`src/rtl/instr_encoder.sv`:
```
// Instruction encoder: turns decoded MIPS-subset instruction fields into
// 32-bit machine words, buffers them in a 4-entry FIFO and streams them
// into instruction memory through a granted write port.
module instr_encoder (
    input  logic        clk,
    input  logic        rst,
    input  logic        start,
    input  logic [9:0]  base_addr,
    input  logic        in_valid,
    output logic        in_ready,
    input  logic        in_last,
    input  logic [3:0]  mnem,
    input  logic [4:0]  rs,
    input  logic [4:0]  rt,
    input  logic [4:0]  rd,
    input  logic [15:0] imm,
    input  logic [25:0] target,
    input  logic        im_gnt,
    output logic        im_we,
    output logic [9:0]  im_addr,
    output logic [31:0] im_wdata,
    output logic        done,
    output logic        err,
    output logic [10:0] count
);

    typedef enum logic [1:0] {S_IDLE, S_LOAD, S_DRAIN, S_DONE} state_t;

    state_t      state;
    logic [31:0] word;
    logic        legal;
    logic        accept;
    logic        push;
    logic        pop;
    logic        start_acc;
    logic [31:0] fifo_mem [4];
    logic [1:0]  wr_ptr;
    logic [1:0]  rd_ptr;
    logic [2:0]  fill;
    logic        full;
    logic        empty;
    logic [9:0]  cur_addr;

    assign full      = (fill == 3'd4);
    assign empty     = (fill == 3'd0);
    assign in_ready  = (state == S_LOAD) && !full;
    assign accept    = in_valid && in_ready;
    assign legal     = (mnem <= 4'd13);
    assign push      = accept && legal;
    assign pop       = !empty && ((state == S_LOAD) || (state == S_DRAIN)) && im_gnt;
    assign start_acc = (state == S_IDLE) && start;

    // Combinational encoder: build the machine word for the presented fields
    always_comb begin
        word = 32'h0000_0000;
        case (mnem)
            4'd0:  word = {6'b000000, rs, rt, rd, 5'b00000, 6'b100001};
            4'd1:  word = {6'b000000, rs, rt, rd, 5'b00000, 6'b100011};
            4'd2:  word = {6'b000000, rs, rt, rd, 5'b00000, 6'b101010};
            4'd3:  word = {6'b000000, rs, 15'b0, 6'b001000};
            4'd4:  word = 32'h0000_0000;
            4'd5:  word = {6'b001101, rs, rt, imm};
            4'd6:  word = {6'b100011, rs, rt, imm};
            4'd7:  word = {6'b101011, rs, rt, imm};
            4'd8:  word = {6'b000100, rs, rt, imm};
            4'd9:  word = {6'b001111, 5'b00000, rt, imm};
            4'd10: word = {6'b000010, target};
            4'd11: word = {6'b001000, rs, rt, imm};
            4'd12: word = {6'b001001, rs, rt, imm};
            4'd13: word = {6'b000011, target};
            default: word = 32'h0000_0000;
        endcase
    end

    // Session FSM with registered done pulse and sticky illegal flag
    always_ff @(posedge clk or posedge rst) begin
        if (rst) begin
            state <= S_IDLE;
            done  <= 1'b0;
            err   <= 1'b0;
        end else begin
            done <= 1'b0;
            case (state)
                S_IDLE: begin
                    if (start) begin
                        state <= S_LOAD;
                        err   <= 1'b0;
                    end
                end
                S_LOAD: begin
                    if (accept && !legal) err <= 1'b1;
                    if (accept && in_last) state <= S_DRAIN;
                end
                S_DRAIN: begin
                    if (empty) begin
                        state <= S_DONE;
                        done  <= 1'b1;
                    end
                end
                S_DONE: state <= S_IDLE;
                default: state <= S_IDLE;
            endcase
        end
    end

    // FIFO pointers and occupancy; push and pop may share an edge
    always_ff @(posedge clk or posedge rst) begin
        if (rst) begin
            wr_ptr <= 2'd0;
            rd_ptr <= 2'd0;
            fill   <= 3'd0;
        end else begin
            if (push) wr_ptr <= wr_ptr + 2'd1;
            if (pop)  rd_ptr <= rd_ptr + 2'd1;
            case ({push, pop})
                2'b10:   fill <= fill + 3'd1;
                2'b01:   fill <= fill - 3'd1;
                default: fill <= fill;
            endcase
        end
    end

    // FIFO storage; stale contents are harmless once the pointers reset
    always_ff @(posedge clk) begin
        if (push) fifo_mem[wr_ptr] <= word;
    end

    // IM write port, address walker and saturating word counter
    always_ff @(posedge clk or posedge rst) begin
        if (rst) begin
            im_we    <= 1'b0;
            im_addr  <= 10'd0;
            im_wdata <= 32'h0000_0000;
            cur_addr <= 10'd0;
            count    <= 11'd0;
        end else begin
            im_we <= pop;
            if (start_acc) begin
                cur_addr <= base_addr;
                count    <= 11'd0;
            end else if (pop) begin
                im_addr  <= cur_addr;
                im_wdata <= fifo_mem[rd_ptr];
                cur_addr <= cur_addr + 10'd1;
                if (count != 11'd2047) count <= count + 11'd1;
            end
        end
    end

endmodule
```
`config.mk`:
```
export PLATFORM = sky130hd
export DESIGN_NAME = instr_encoder
export DESIGN_NICKNAME = d
export VERILOG_FILES = /design/src/rtl/instr_encoder.sv
export SDC_FILE = /design/constraint.sdc
export NUM_CORES = 1
export LEC_CHECK = 0
export CORE_UTILIZATION = 58
export CTS_CLUSTER_SIZE = 14
export DETAILED_ROUTE_END_ITERATION = 8
export GPL_TIMING_DRIVEN = 0
export PLACE_DENSITY = 0.84
export SYNTH_ARGS = -nofsm -noshare
export SYNTH_HDL_FRONTEND = slang
export SYNTH_SLANG_ARGS = --single-unit
```
`constraint.sdc`:
```
create_clock -name clk -period 7 [get_ports clk]
set_clock_uncertainty 0.1 [all_clocks]
set_input_delay 0.7 -clock clk [delete_from_list [all_inputs] [get_ports clk]]
set_output_delay 0.7 -clock clk [all_outputs]
set_load 0.02 [all_outputs]
```
[After elaboration in Yosys (flattened, before gate mapping)]
Memories as Yosys holds them, arrays and structs flattened. A register that Yosys moved wholly into a read port is not among the register bits.
Index checks and enable logic that the tools add are counted.
Widths: inputs -> output; s select.
Storage, ports and cells
  bits in registers: 43
  bits in writable memories: 128
  bits of input ports: 77
  word-level logic and storage cells: 83
  memories kept: 1
Memories
  fifo_mem: depth 4, bits a word 32, read ports 1, clocked after memory_dff 1, wr ports 1, line 36  | logic [31:0] fifo_mem [4];
Cells by class
  $add $sub $neg: 6
  order comparisons: 1
  equal/unequal tests: 23
  muxes and demuxes: 18
  bitwise gates (word level): 1
  reduce and logical (&&, ||, !) cells: 23
Operators by type and width (count)
  $pmux 32 s13: 1
  $mux 11: 3
  $eq 4x4->1 const B: 6
  $mux 10: 2
  $eq 4x3->1 const B: 3
  $add 11x1->11 const B: 1
  $ne 11x11->1 const B: 1
  $add 10x1->10 const B: 1
  $eq 4x2->1 const B: 2
  $logic_and 1x1->1: 8
  $pmux 2 s4: 1
  $reduce_bool 2->1: 4
  $eq 2x2->1 const B: 3
  $mux 1: 6
  $mux 2: 3
  $pmux 3 s2: 1
  $reduce_and 3->1: 2
  $add 2x1->2 const B: 2
  $eq 2x1->1 const B: 2
  $eq 4x1->1 const B: 1
  $le 4x4->1 const B: 1
  $logic_not 4->1: 1
  $ne 2x1->1 const B: 2
  $ne 2x2->1 const B: 2
  other kinds (10): 13

[Longest topological paths before layout]
  depth after elaboration: 7
  gate-level depth with buffers: 11
  gate-level depth less buffers: 11

[Worst setup path before layout]
OpenSTA, ideal clock, no wires.
  path kind: input -> register
  start: input mnem[2]
  end: memory fifo_mem[0][0] (enable)
  library setup time: 391 ps
  arrival: 2104 ps
  data required time: 6509 ps
  setup slack: 4405 ps
  stages on the path: 4
  path buffers: 1
  path through: buf_2 and3_1 nor2_1 and2_1
Between the ends
  longest elaborated chain between the ends: 4
RTL lines
  start, declared: line 12  | input logic [3:0] mnem,
  $le 4x4->1: line 48  | assign legal = (mnem <= 4'd13);
  $logic_and 1x1->1: line 49  | assign push = accept && legal;
  $mux 1: line 125  | if (push) fifo_mem[wr_ptr] <= word;
  $mux 1 (implied by the code): line 125
  end, declared: line 36
No other way between the ends.

[Worst setup path in the final report]
  start: register fill[0]
  end: output in_ready
Between the ends
  longest elaborated chain between the ends: 3
RTL lines
  start, declared: line 39  | logic [2:0] fill;
  start signal, assigned: line 116  | 2'b10: fill <= fill + 3'd1;
  start signal, assigned: line 117  | 2'b01: fill <= fill - 3'd1;
  start signal, assigned: line 118  | default: fill <= fill;
  $eq 3x3->1: line 44  | assign full = (fill == 3'd4);
  $logic_not 1->1: line 46  | assign in_ready = (state == S_LOAD) && !full;
  $logic_and 1x1->1: line 46
  end, declared: line 10  | output logic in_ready,
No other way between the ends.

==> impl_metrics.ini <==
[setup_path]
r2r_cells = 11
setup.worst_path.start = fill[0]
r2r-end = fill[2]
cp-end-kind = output port
crit_type = flop to output port
crit_required_ns = 6.20
cp_slowest_cell = clkdlybuf4s50_1
crit_family = simple AND/OR/NAND/NOR gates
critPathBufInv = 1
worstSetupEndpoint = in_ready
crit_arrival_ns = 2.05
slowest_delay_ns = 0.53
cp.depth = 3
crit_fanout = 5
crit_path_start_kind = flop
crit_chain = or3b_1, and2_1, clkdlybuf4s50_1
reg2reg_slack_ns = 4.43
r2r_start = state[1]

[cts]
cts_tree = done
path_clk_slew_ns = 0.07
clk_latency_ns = 0.43
clockBufferDepth = 2
root_buffer = clkbuf_16
postCtsHoldBufs = 0
numClockSinks = 198
post-cts-setup-buffers = 0
cts_repair_resize_count = 0
h-tree-depth = 4
cts_buffers = 17

[die]
core_area_um2 = 14600
die_w_um = 124
dieArea_um2 = 15500
rows = 44
io_pins = 134
die_h_um = 124
initial_core_util_pct = 59.6

[layout]
area_delta_synth_final_pct = 25.1
fill_cells = 860
antennaDiodeCount = 0
final_cells = 916
final_area_um2 = 10900
layout.nets = 807
drive_above_1_share_pct = 17.8

[timing]
tightest_slew_ns = 0.910
slew_headroom_pct = 39.0
clock.fmax_ghz = 0.350
hold_violations = 0
timing.setup.tns_ns = 0
period_minus_slack_ns = 2.85
timing.final.crit_share_pct = 40.8
hold_ws_ns = 0.408
grt_setup_unrepaired = no
setup_viol = 0
worst_slack_ns = 4.15
maxSlewViolCount = 0

[global_routing]
grt_pass1_wl_um = 30600
grt_use_total_pct = 26.1
antenna_found_initial = 0
grt_pass1_vias = 5864
grt_max_degree = 51
grt_overflow_total = 0

[placed_design]
place_hpwl_um = 12700
dp_cells = 884
globalplace.congestion = 0.873
preCtsSetupSlack_ns = 3.73
placed_cell_area_um2 = 10300
io_buffers = 130

[logic_synthesis]
synth_ff_type = edfxtp_1
netlist_area_um2 = 8690
ys_ff_latch = 198
synth.distinct_cells = 58
ys_top_cells_by_area = edfxtp_1 43%, dfrtp_1 21%, mux4_2 8.0%
netlist_instances = 569
ys_warn_count = 0
synth.most_common_cell = edfxtp_1
async_flop_share_pct = 37.4
synth_edf_count = 124
avgSynthCellArea_um2 = 15.3
synth_top_area_cell = edfxtp_1
yosys.area.top_type_share_pct = 42.8
synth_commonest_cells = 124 x edfxtp_1, 74 x dfrtp_1, 38 x mux2_2, 31 x mux4_2
seq_area_frac_synth_pct = 64.1
synth_nets = 657

[route]
wl_um = 19200
wl_per_cell_um = 21.0
drt-vias-per-instance = 6.13
firstDrtPassIters = 5
drc = 0
detail-route-antenna-nets = 0
vias = 5615
drt_iter0_markers = 419

[job]
max-cap-violations = 0

[worst_hold_path]
min_from = im_addr[5]
hold_class = flop to flop

[run_status]
status = finished clean

[power_and_ir_drop]
peakVddDrop_mv = 0.244
p_per_area_nw_per_um2 = 388
p_leak_nw = 3.99
-- cell families after synthesis --
family	Yosys count	share of synthesized area, %
DFF	198	64.1
AOI/OAI and AO/OA	111	9.27
xor gates and xnor gates	15	1.51
and+or+nand+nor	101	6.23
adders and majority gates	11	1.67
muxes	79	14.2
other	1	0.0431
buffers and inverters	53	2.96
-- stage by stage --
step / utilization [%] / power [mW]
after global placement: 70.1 / 3.14
final: 74.6 / 4.21
after global routing: 74.6 / 4.41
after detailed placement: 70.3 / 3.21
after floorplan: - / 2.64
after CTS: 74.6 / 4.24
-- power breakdown --
part | total, mW | internal [mW] | leakage, nW | switching [mW]
combinational | 1.51 | 0.764 | 1.66 | 0.745
clock | 1.02 | 0.574 | 0.292 | 0.448
sequential | 1.69 | 1.51 | 2.04 | 0.173
total | 4.21 | 2.85 | 3.99 | 1.37
-- how the worst min path moves through the flow --
stage                        end  cells after the start  slack [ns]
floorplan               state[1]                      1        0.38
global placement    im_wdata[27]                      1        0.39
detailed placement   im_wdata[9]                      1        0.39
CTS                  im_wdata[4]                      1        0.41
global route          im_addr[8]                      1        0.43
finish                im_addr[5]                      1        0.41
-- cells in the final DEF, fill, tap and decap left out, drive strengths merged, types with 3 or more instances in the layout --
cell	netlist	layout
a21oi	17	17
a222oi	5	5
xnor2	5	5
dfrtp	74	74
nor2	13	13
edfxtp	124	124
mux4	31	31
mux2	43	43
a22oi	11	11
and2	10	10
and3	3	3
nand2	26	26
nor2b	11	11
clkbuf	11	29
or3	3	3
nand3	12	12
xor2	10	10
o31ai	4	4
nand4	7	7
ha	10	10
bufinv	0	3
o21ai	26	26
mux2i	5	5
o311ai	3	3
a31oi	4	4
o21a	4	4
buf	22	23
clkinvlp	0	3
a22o	23	23
inv	20	27
clkdlybuf4s50	0	130
nor3	6	6
-- registers in the layout (all words and copies together) (netlist names) --
register and count:
state 2, count 11, im_we 1, wr_ptr 2
rd_ptr 2, fill 3, im_addr 10, cur_addr 10
fifo_mem 124, done 1, im_wdata 31, err 1
-- per-layer routing --
layer / GRT usage, % / wire, um
met5: 0 / 0
met4: 8.86 / 334
met3: 4.64 / 1280
met2: 44.3 / 9860
met1: 34.0 / 7750
-- area by class of cell --
class | count | area [um^2] | share of cell area [%]
clock buffers | 18 | 429 | 3.95
flip-flops and latches | 198 | 5580 | 51.3
plain buffers | 33 | 180 | 1.66
inverters | 20 | 80.1 | 0.736
multi-input cells | 318 | 2870 | 26.3
clock inverters | 14 | 188 | 1.73
well taps | 184 | 230 | 2.12
repair buffers | 131 | 1330 | 12.2
Note: power is estimated with default switching activity, not from simulation.
